--- src/rtl/hs32_regctl_pkg.sv ---
// hs32_regctl shared types and defaults.
// FSM encodings and default widths for the regfile client.
package hs32_regctl_pkg;

  localparam int ADDR_W_DEF = 4;
  localparam int DATA_W_DEF = 32;

  typedef enum logic [1:0] {
    S_IDLE  = 2'd0,
    S_FETCH = 2'd1,
    S_HOLD  = 2'd2
  } state_t;

endpackage

--- src/rtl/hs32_regctl.sv ---
// hs32_regctl: arbitrates operand reads and writebacks
// onto the hs32_reg ports and buffers read responses.
module hs32_regctl
  import hs32_regctl_pkg::*;
#(
  parameter int ADDR_WIDTH = ADDR_W_DEF,
  parameter int DATA_WIDTH = DATA_W_DEF
) (
  input  logic                  clk,
  input  logic                  reset,
  input  logic                  rd_valid,
  output logic                  rd_ready,
  input  logic [ADDR_WIDTH-1:0] rd_a,
  input  logic [ADDR_WIDTH-1:0] rd_b,
  output logic                  rsp_valid,
  input  logic                  rsp_ready,
  output logic [DATA_WIDTH-1:0] rsp_a,
  output logic [DATA_WIDTH-1:0] rsp_b,
  input  logic                  wb_valid,
  output logic                  wb_ready,
  input  logic [ADDR_WIDTH-1:0] wb_adr,
  input  logic [DATA_WIDTH-1:0] wb_data,
  output logic                  rf_we,
  output logic [ADDR_WIDTH-1:0] rf_wadr,
  output logic [DATA_WIDTH-1:0] rf_din,
  output logic [ADDR_WIDTH-1:0] rf_radr1,
  output logic [ADDR_WIDTH-1:0] rf_radr2,
  input  logic [DATA_WIDTH-1:0] rf_dout1,
  input  logic [DATA_WIDTH-1:0] rf_dout2
);

  state_t                state;
  logic                  last_wr;
  logic [ADDR_WIDTH-1:0] radr1_q;
  logic [ADDR_WIDTH-1:0] radr2_q;
  logic                  rd_can;
  logic                  rd_gnt;
  logic                  wb_gnt;

  // Grant logic: write wins contention unless it won last.
  always_comb begin
    rd_can = (state == S_IDLE) ||
             ((state == S_HOLD) && rsp_ready);
    rd_gnt = reset && rd_valid && rd_can &&
             (!wb_valid || last_wr);
    wb_gnt = reset && wb_valid && !rd_gnt;
  end

  assign rd_ready = rd_gnt;
  assign wb_ready = reset && !rd_gnt;
  assign rf_we    = wb_gnt;
  assign rf_wadr  = wb_adr;
  assign rf_din   = wb_data;
  assign rf_radr1 = rd_gnt ? rd_a : radr1_q;
  assign rf_radr2 = rd_gnt ? rd_b : radr2_q;

  // Fairness flag and held read addresses.
  always_ff @(posedge clk or negedge reset) begin
    if (!reset) begin
      last_wr <= 1'b0;
      radr1_q <= '0;
      radr2_q <= '0;
    end else if (rd_gnt) begin
      last_wr <= 1'b0;
      radr1_q <= rd_a;
      radr2_q <= rd_b;
    end else if (wb_gnt) begin
      last_wr <= 1'b1;
    end
  end

  // Read FSM with registered response buffer.
  always_ff @(posedge clk or negedge reset) begin
    if (!reset) begin
      state     <= S_IDLE;
      rsp_valid <= 1'b0;
      rsp_a     <= '0;
      rsp_b     <= '0;
    end else begin
      unique case (state)
        S_IDLE: begin
          if (rd_gnt) state <= S_FETCH;
        end
        S_FETCH: begin
          rsp_a     <= rf_dout1;
          rsp_b     <= rf_dout2;
          rsp_valid <= 1'b1;
          state     <= S_HOLD;
        end
        S_HOLD: begin
          if (rsp_ready) begin
            rsp_valid <= 1'b0;
            state     <= rd_gnt ? S_FETCH : S_IDLE;
          end
        end
        default: begin
          rsp_valid <= 1'b0;
          state     <= S_IDLE;
        end
      endcase
    end
  end

endmodule

--- config.mk ---
export PLATFORM = sky130hd
export DESIGN_NAME = hs32_regctl
export DESIGN_NICKNAME = d
export VERILOG_FILES = /design/src/rtl/hs32_regctl_pkg.sv /design/src/rtl/hs32_regctl.sv
export SDC_FILE = /design/constraint.sdc
export NUM_CORES = 1
export LEC_CHECK = 0
export CAP_MARGIN = 40
export CORE_MARGIN = 8
export CORE_UTILIZATION = 35
export DETAILED_ROUTE_END_ITERATION = 7
export HOLD_SLACK_MARGIN = 0.08
export PLACE_DENSITY = 0.81
export SLEW_MARGIN = 30
export SYNTH_ARGS = -nofsm -noshare
export SYNTH_HDL_FRONTEND = slang
export SYNTH_SLANG_ARGS = --single-unit
export TNS_END_PERCENT = 1
--- constraint.sdc ---
create_clock -name clk -period 2.22 [get_ports clk]
set_input_delay 0.444 -clock clk [delete_from_list [all_inputs] [get_ports clk]]
set_output_delay 0.444 -clock clk [all_outputs]
set_load 0.1 [all_outputs]
; ---- Word-level counts from Yosys, hierarchy flattened
; Cells that the tools add are included.
[word_totals]
input_bits = 113
reg_bits = 76
output_inout_bits = 112
[classes]
n_mux = 10
n_eq_ne = 4
bitwise = 1
reduce_logical = 15
[ops]
columns = op, n
row1 = $mux W4, 2
row2 = $logic_and A1 B1 Y1, 7
row3 = $pmux W2 S3, 1
row4 = $mux W1, 4
row5 = $mux W2, 2
row6 = $ne A2 B2 Y1 const B, 2
row7 = $reduce_and A2 Y1, 2
row8 = $pmux W1 S3, 1
row9 = $eq A2 B1 Y1 const B, 1
row10 = $eq A2 B2 Y1 const B, 1
row11 = $logic_not A1 Y1, 2
row12 = $logic_not A2 Y1, 1
row13 = $logic_or A1 B1 Y1, 2
row14 = $reduce_bool A2 Y1, 1
row15 = $not A1 Y1, 1

; ---- Longest topological paths before layout
; Gate-level depths: netlist of run 1.
[logic_depth]
ltp_word = 9
depth_mapped = 4
ltp_nobuf = 3

; ---- Least setup slack after synthesis of run 1
; OpenSTA, ideal clock, no wires.
[synth_timing]
path_type = input to output
from = in rsp_ready
to = out rf_we
arrival_time_ps = 2133
slack_ps = -357
stages = 4
path_buffers = 1
cell_sequence = nor2b_4 > a2111oi_4 > buf_6 > nor2_1
[synth_between]
elab_chain_cells = 6
[synth_lines]
columns = item, line
row1 = start: declaration, hs32_regctl.sv:16  ; input logic rsp_ready,
row2 = $logic_and A1 B1 Y1, hs32_regctl.sv:43  ; ((state == S_HOLD) && rsp_ready);
row3 = $logic_or A1 B1 Y1, hs32_regctl.sv:42  ; rd_can = (state == S_IDLE) ||
row4 = $logic_and A1 B1 Y1 (2 in a row), hs32_regctl.sv:44  ; rd_gnt = reset && rd_valid && rd_can &&
row5 = named net rd_ready, hs32_regctl.sv:12  ; output logic rd_ready,
row6 = $logic_not A1 Y1, hs32_regctl.sv:46  ; wb_gnt = reset && wb_valid && !rd_gnt;
row7 = $logic_and A1 B1 Y1, hs32_regctl.sv:46
row8 = end: declaration, hs32_regctl.sv:23  ; output logic rf_we,
; The timed path passes the listed nets, and every way through them passes these cells.

; ---- Worst setup path after layout of run 1
[layout_timing]
from = reg state[0]
to = out rf_radr1[0]
[layout_between]
elab_chain_cells = 6
[layout_lines]
columns = item, line
row1 = start: declaration, hs32_regctl.sv:32  ; state_t state;
row2 = start signal: assignment, hs32_regctl.sv:93  ; state <= rd_gnt ? S_FETCH : S_IDLE;
row3 = $eq A2 B2 Y1, hs32_regctl.sv:43
row4 = $logic_and A1 B1 Y1, hs32_regctl.sv:43
row5 = $logic_or A1 B1 Y1 *, hs32_regctl.sv:42
row6 = $logic_and A1 B1 Y1 * (2 in a row), hs32_regctl.sv:44
row7 = $mux W4 *, -
row8 = end: declaration, hs32_regctl.sv:26  ; output logic [ADDR_WIDTH-1:0] rf_radr1,
; Every way passes the cells marked *; elsewhere a longest branch is shown, timed or not.

==> results of run 1 <==
final cells by class:
type                            instances  area, um2  area share
Sequential cell                        76       1900       0.402
Timing Repair Buffer                  162       1560       0.331
Multi-Input combinational cell         85        955       0.202
Clock buffer                           13        159      0.0336
Tap cell                              108        135      0.0286
Clock inverter                          2       10.0     0.00212
Inverter                                1       3.75    0.000794
cells in the final DEF, fill, tap and decap left out, drive strengths merged:
cell	Yosys	layout
buf	44	86
dfrtp	76	76
clkdlybuf4s50	0	72
mux2	72	72
clkbuf	0	13
and2b	2	2
clkinv	0	2
dlygate4sd2	0	2
nand2	2	2
a2111oi	2	2
nor2	2	2
inv	1	1
nor2b	1	1
a21oi	1	1
o21ai	1	1
o21a	1	1
a21o	1	1
dlygate4sd3	0	1
dlymetal6s2s	0	1
metal layers:
| layer | up-vias | track usage |
|---|---|---|
| met5 | - | 0 |
| met4 | 0 | 0.0604 |
| met3 | 19 | 0.0828 |
| met2 | 134 | 0.199 |
| met1 | 948 | 0.140 |
| li1 | 931 | - |
sequential cells by signal, summed over array words and instances (netlist names):
| register | flops |
|---|---|
| radr2_q | 4 |
| rsp_a | 32 |
| state | 2 |
| rsp_b | 32 |
| last_wr | 1 |
| radr1_q | 4 |
| rsp_valid | 1 |
path summary, 6_finish.rpt:
| check | to |
|---|---|
| hold / removal | state[0]$_DFFE_PN0P_ |
| min in group asynchronous | radr1_q[0]$_DFF_PN0_ |
| hold reg to reg | rsp_valid$_DFFE_PN0P_ |
| setup / recovery | rf_radr1[0] |
| setup reg to reg | rsp_a[13]$_DFFE_PN0P_ |
| max in group asynchronous | rsp_b[18]$_DFFE_PN0P_ |
metrics by stage:
stage          setup TNS [ns]  area (um2)  utilization  setup slack (ns)  hold slack [ns]
5_1_grt                 -1.72        4730        0.540            -0.193            0.448
2_1_floorplan          -0.107        3180            -           -0.0178            0.148
3_3_place_gp            -3.26        4480        0.511            -0.376            0.384
3_5_place_dp            -3.52        4500        0.514            -0.403            0.385
6_report               -0.819        4730        0.540           -0.0953            0.469
4_1_cts                 -2.02        4730        0.539            -0.225            0.460
repair_timing:
| action | 4_1_cts | 5_1_grt |
|---|---|---|
| gates resized for setup | 13 | 3 |
| setup buffers | 1 | 0 |
| hold endpoints to repair | 5 | 0 |
| pin swaps | 1 | 2 |
| setup endpoints to repair | 11 | 11 |
| hold buffers | 1 | 0 |
worst max-delay path, cell delays in order, from the launching register on:
cell and delay [ns]:
dfrtp_2 0.46, a2111oi_4 0.37, buf_6 0.20, mux2_4 0.33, buf_12 0.17
logic make-up (layout without fill, tap and decap cells):
| family | after synthesis | count (layout) | synth area share |
|---|---|---|---|
| and+or+nand+nor | 7 | 7 | 0.0146 |
| buffers and inverters | 45 | 178 | 0.112 |
| DFF | 76 | 76 | 0.599 |
| muxes | 72 | 72 | 0.255 |
| AOI/OAI and AO/OA | 6 | 6 | 0.0197 |
==> results.toml, run 1 <==
[sta]
fin_skew_ns = 0.0150
worstMarginPinSlew_ns = 0.471
post-route-period-util = 1.04
fmax_mhz = 432
report.final.slew_viol_count = 0
fin_crit_ns = 2.32
layout_setup_ws_ns = -0.0953
rsz0062_at_grt = "yes"
final-hold-violation-count = 0
max-slew-margin-rel = 0.686
setup_violations = 9

[critical_path]
crit_start = "state[0]$_DFFE_PN0P_"
reg2reg_depth = 3
worstPathMaxFanout = 7
crit_type = "reg2out"
r2r_start = "state[1]$_DFFE_PN0P_"
arrival_ns = 1.87
startpoint_type = "flop"
worst_setup_path_end_kind = "output pin"
reg2reg_slack_ns = 0.66
cp.required_ns = 1.78

[clocking]
cts_max_level = 3
cts.sinks = 76
cts_buffers = 9
clockRootBuffer = "clkbuf_8"
clkTransAtPathRegs_ns = 0.08
max-clock-path-buffers = 2
clk_latency_ns = 0.33
cts_tree = "done"

[synthesis]
synth_commonest_cells = "dfrtp_1, mux2_2, buf_4"
synth_top_area_cell = "dfrtp_1"
synth_top_area_share = 0.599
synth_area_per_cell_um2 = 15.4
ys_types = 16
synthArstFlopShare = 1.00
synth_most_common_cell = "dfrtp_1"
synth_enable_flop_cells = 0
yosys_warnings = 0
syn_nets = 319
postSynthCellCount = 206
synth-main-ff-cell = "dfrtp_1"
yosys-top-cells-area = "dfrtp_1, mux2_2, buf_4"
ys_ff_latch = 76
synth-seq-area-share = 0.599
syn_area_mm2 = 0.00318

[drt]
wirelength_um = 8130
postRouteAntennaNets = 0
met1_length_um = 3070
wire_per_inst_um = 18.2
dr.max_layer_used = "met4"
num_vias = 2032
wl_met3_um = 1080
drc = 0
viasPerCell = 4.55
drt_iter0_drc = 33
wl_met2_um = 3790
first_pass_iters = 3

[floorplan]
ioPinCount = 225
coreArea_mm2 = 0.00876
die_h_um = 111
rows = 34
die_w_um = 111
start_util = 0.362
dieArea_mm2 = 0.0124

[placement]
place.gp.congestion = 0.692
io_buffers = 152
dp.cells = 430
dp_hpwl_um = 6280

[finish]
fin_nets = 448
final-instance-count-excl-fill = 447
fillers = 732
area_growth_pct = 48.9
drive_above_1_share = 0.531
diodes = 0

[global_routing]
gr-total-overflow = 0
grt_max_degree = 38
grt_pass1_wl_um = 13100
grt_pass1_vias = 2349
antenna_found_initial = 0
grt_use_total = 0.131

[hold_path]
hp-start = "rd_valid"
hold_class = "in2reg"
hold_path_depth = 3

[job]
max-cap-violations = 0

[outcome]
run_status = "complete, but fails checks"
failed_checks = "negative setup slack"
Power of run 1 is not shown: default switching activity piles up to over one toggle a cycle in this logic, so the estimate is an artifact.
==> run 2, diff against run 1 <==
Settings changed: SKIP_LAST_GASP set to 1.
==> run 2 against run 1 <==
Compared with the run above:
- clock skew about the same
- critical path depth unchanged
- flip-flop and latch count stayed put
- non-clock buffer count unchanged
- die area stayed put
- the flow still finishes with violations (negative setup slack)
==> results.toml, run 2 (same netlist as run 1, synthesis figures left out) <==
[critical_path]
crit_type = "reg2out"
worstPathMaxFanout = 7
worst_setup_path_end_kind = "output pin"
cp.required_ns = 1.78
startpoint_type = "flop"
arrival_ns = 1.87
crit_start = "state[0]$_DFFE_PN0P_"
reg2reg_slack_ns = 0.66
r2r_start = "state[1]$_DFFE_PN0P_"

[finish]
reg.largest.list = "rsp_a: 32 flops, rsp_b: 32 flops"
final_common_cell = "dfrtp_1"
fin_nets = 448
final_core_util = 0.540
final_cell_mix = "dfrtp_1, clkdlybuf4s50_1, buf_4"
finalInstanceArea_mm2 = 0.00473
diodes = 0
area_growth_pct = 48.9
drive_above_1_share = 0.531

[drt]
drc = 0
wirelength_um = 8130
first_pass_iters = 3
wire_per_inst_um = 18.2
viasPerCell = 4.54
drt_iter0_drc = 33
postRouteAntennaNets = 0
num_vias = 2031

[hold_path]
hold_class = "in2reg"
hp-start = "rd_valid"

[sta]
rsz0062_at_grt = "yes"
worstMarginPinSlew_ns = 0.471
fin_crit_ns = 2.32
holdWs_ns = 0.470
layout_setup_ws_ns = -0.0952
fmax_mhz = 432
fin_skew_ns = 0.0150
final-hold-violation-count = 0
report.final.slew_viol_count = 0
max-slew-margin-rel = 0.686
post-route-period-util = 1.04
setup_violations = 9

[placement]
place.gp.congestion = 0.692
io_buffers = 152
place_area_mm2 = 0.00450
dp_hpwl_um = 6280

[global_routing]
grt_pass1_wl_um = 13100
grt_pass1_vias = 2349
grt_use_total = 0.131
gr-total-overflow = 0
antenna_found_initial = 0
grt_max_degree = 38

[outcome]
run_status = "complete, but fails checks"
failed_checks = "negative setup slack"

[clocking]
cts_max_level = 3
cts_buffers = 9
cts.sinks = 76
clockRootBuffer = "clkbuf_8"
max-clock-path-buffers = 2
clk_latency_ns = 0.33
clkTransAtPathRegs_ns = 0.08
cts_tree = "done"

[floorplan]
coreArea_mm2 = 0.00876
dieArea_mm2 = 0.0124
die_w_um = 111
start_util = 0.362
die_h_um = 111
rows = 34
ioPinCount = 225

[job]
max-cap-violations = 0
[run 2: cell counts in the layout (fill, tap and decap cells not counted)]
No cell type changed its count.
[run 2: timing repair]
item / in CTS / in global routing
hold endpoints to repair: 5 / 0
cloned: 0 / 0
pin swaps: 1 / 2
hold buffers: 1 / 0
gates resized for setup: 12 / 4
setup endpoints to repair: 11 / 11
setup buffers: 1 / 0
[run 2: routing by layer]
metal | up-vias | part of all wire | track usage
li1 | 929 | - | -
met4 | 0 | 0.024 | 0.0604
met3 | 19 | 0.13 | 0.0828
met2 | 134 | 0.47 | 0.199
met5 | - | 0 | 0
met1 | 949 | 0.38 | 0.140
[run 2: area by class of cell]
class / instances / area (um2)
clock inverter: 2 / 10.0
sequential: 76 / 1900
inverter: 1 / 3.75
tap: 108 / 135
timing repair buffer: 162 / 1560
fill: 732 / 4030
multi-input combinational: 85 / 955
clock buffer: 13 / 159
[run 2: worst max-delay path: stages, from the launching register on]
cell	delay, ns
dfrtp_2	0.46
a2111oi_4	0.37
buf_6	0.20
mux2_4	0.33
buf_12	0.17
[run 2: final timing paths]
path | end | cells past startpoint
worst max-delay path | rf_radr1[0] | 4
worst min-delay path | state[0]$_DFFE_PN0P_ | 3
worst max register to register | rsp_a[13]$_DFFE_PN0P_ | 3
worst min register to register | rsp_valid$_DFFE_PN0P_ | 1
max in group asynchronous | rsp_b[18]$_DFFE_PN0P_ | 5
min in group asynchronous | radr1_q[0]$_DFF_PN0_ | 3
[run 2: through the flow]
stage	setup WS [ns]	TNS, ns	std cells
finish	-0.0952	-0.818	447
floorplan	-0.0178	-0.107	206
global route	-0.193	-1.72	447
detailed placement	-0.403	-3.52	430
global placement	-0.376	-3.26	429
CTS	-0.225	-2.03	447
Power of run 2 is left out for the same reason.
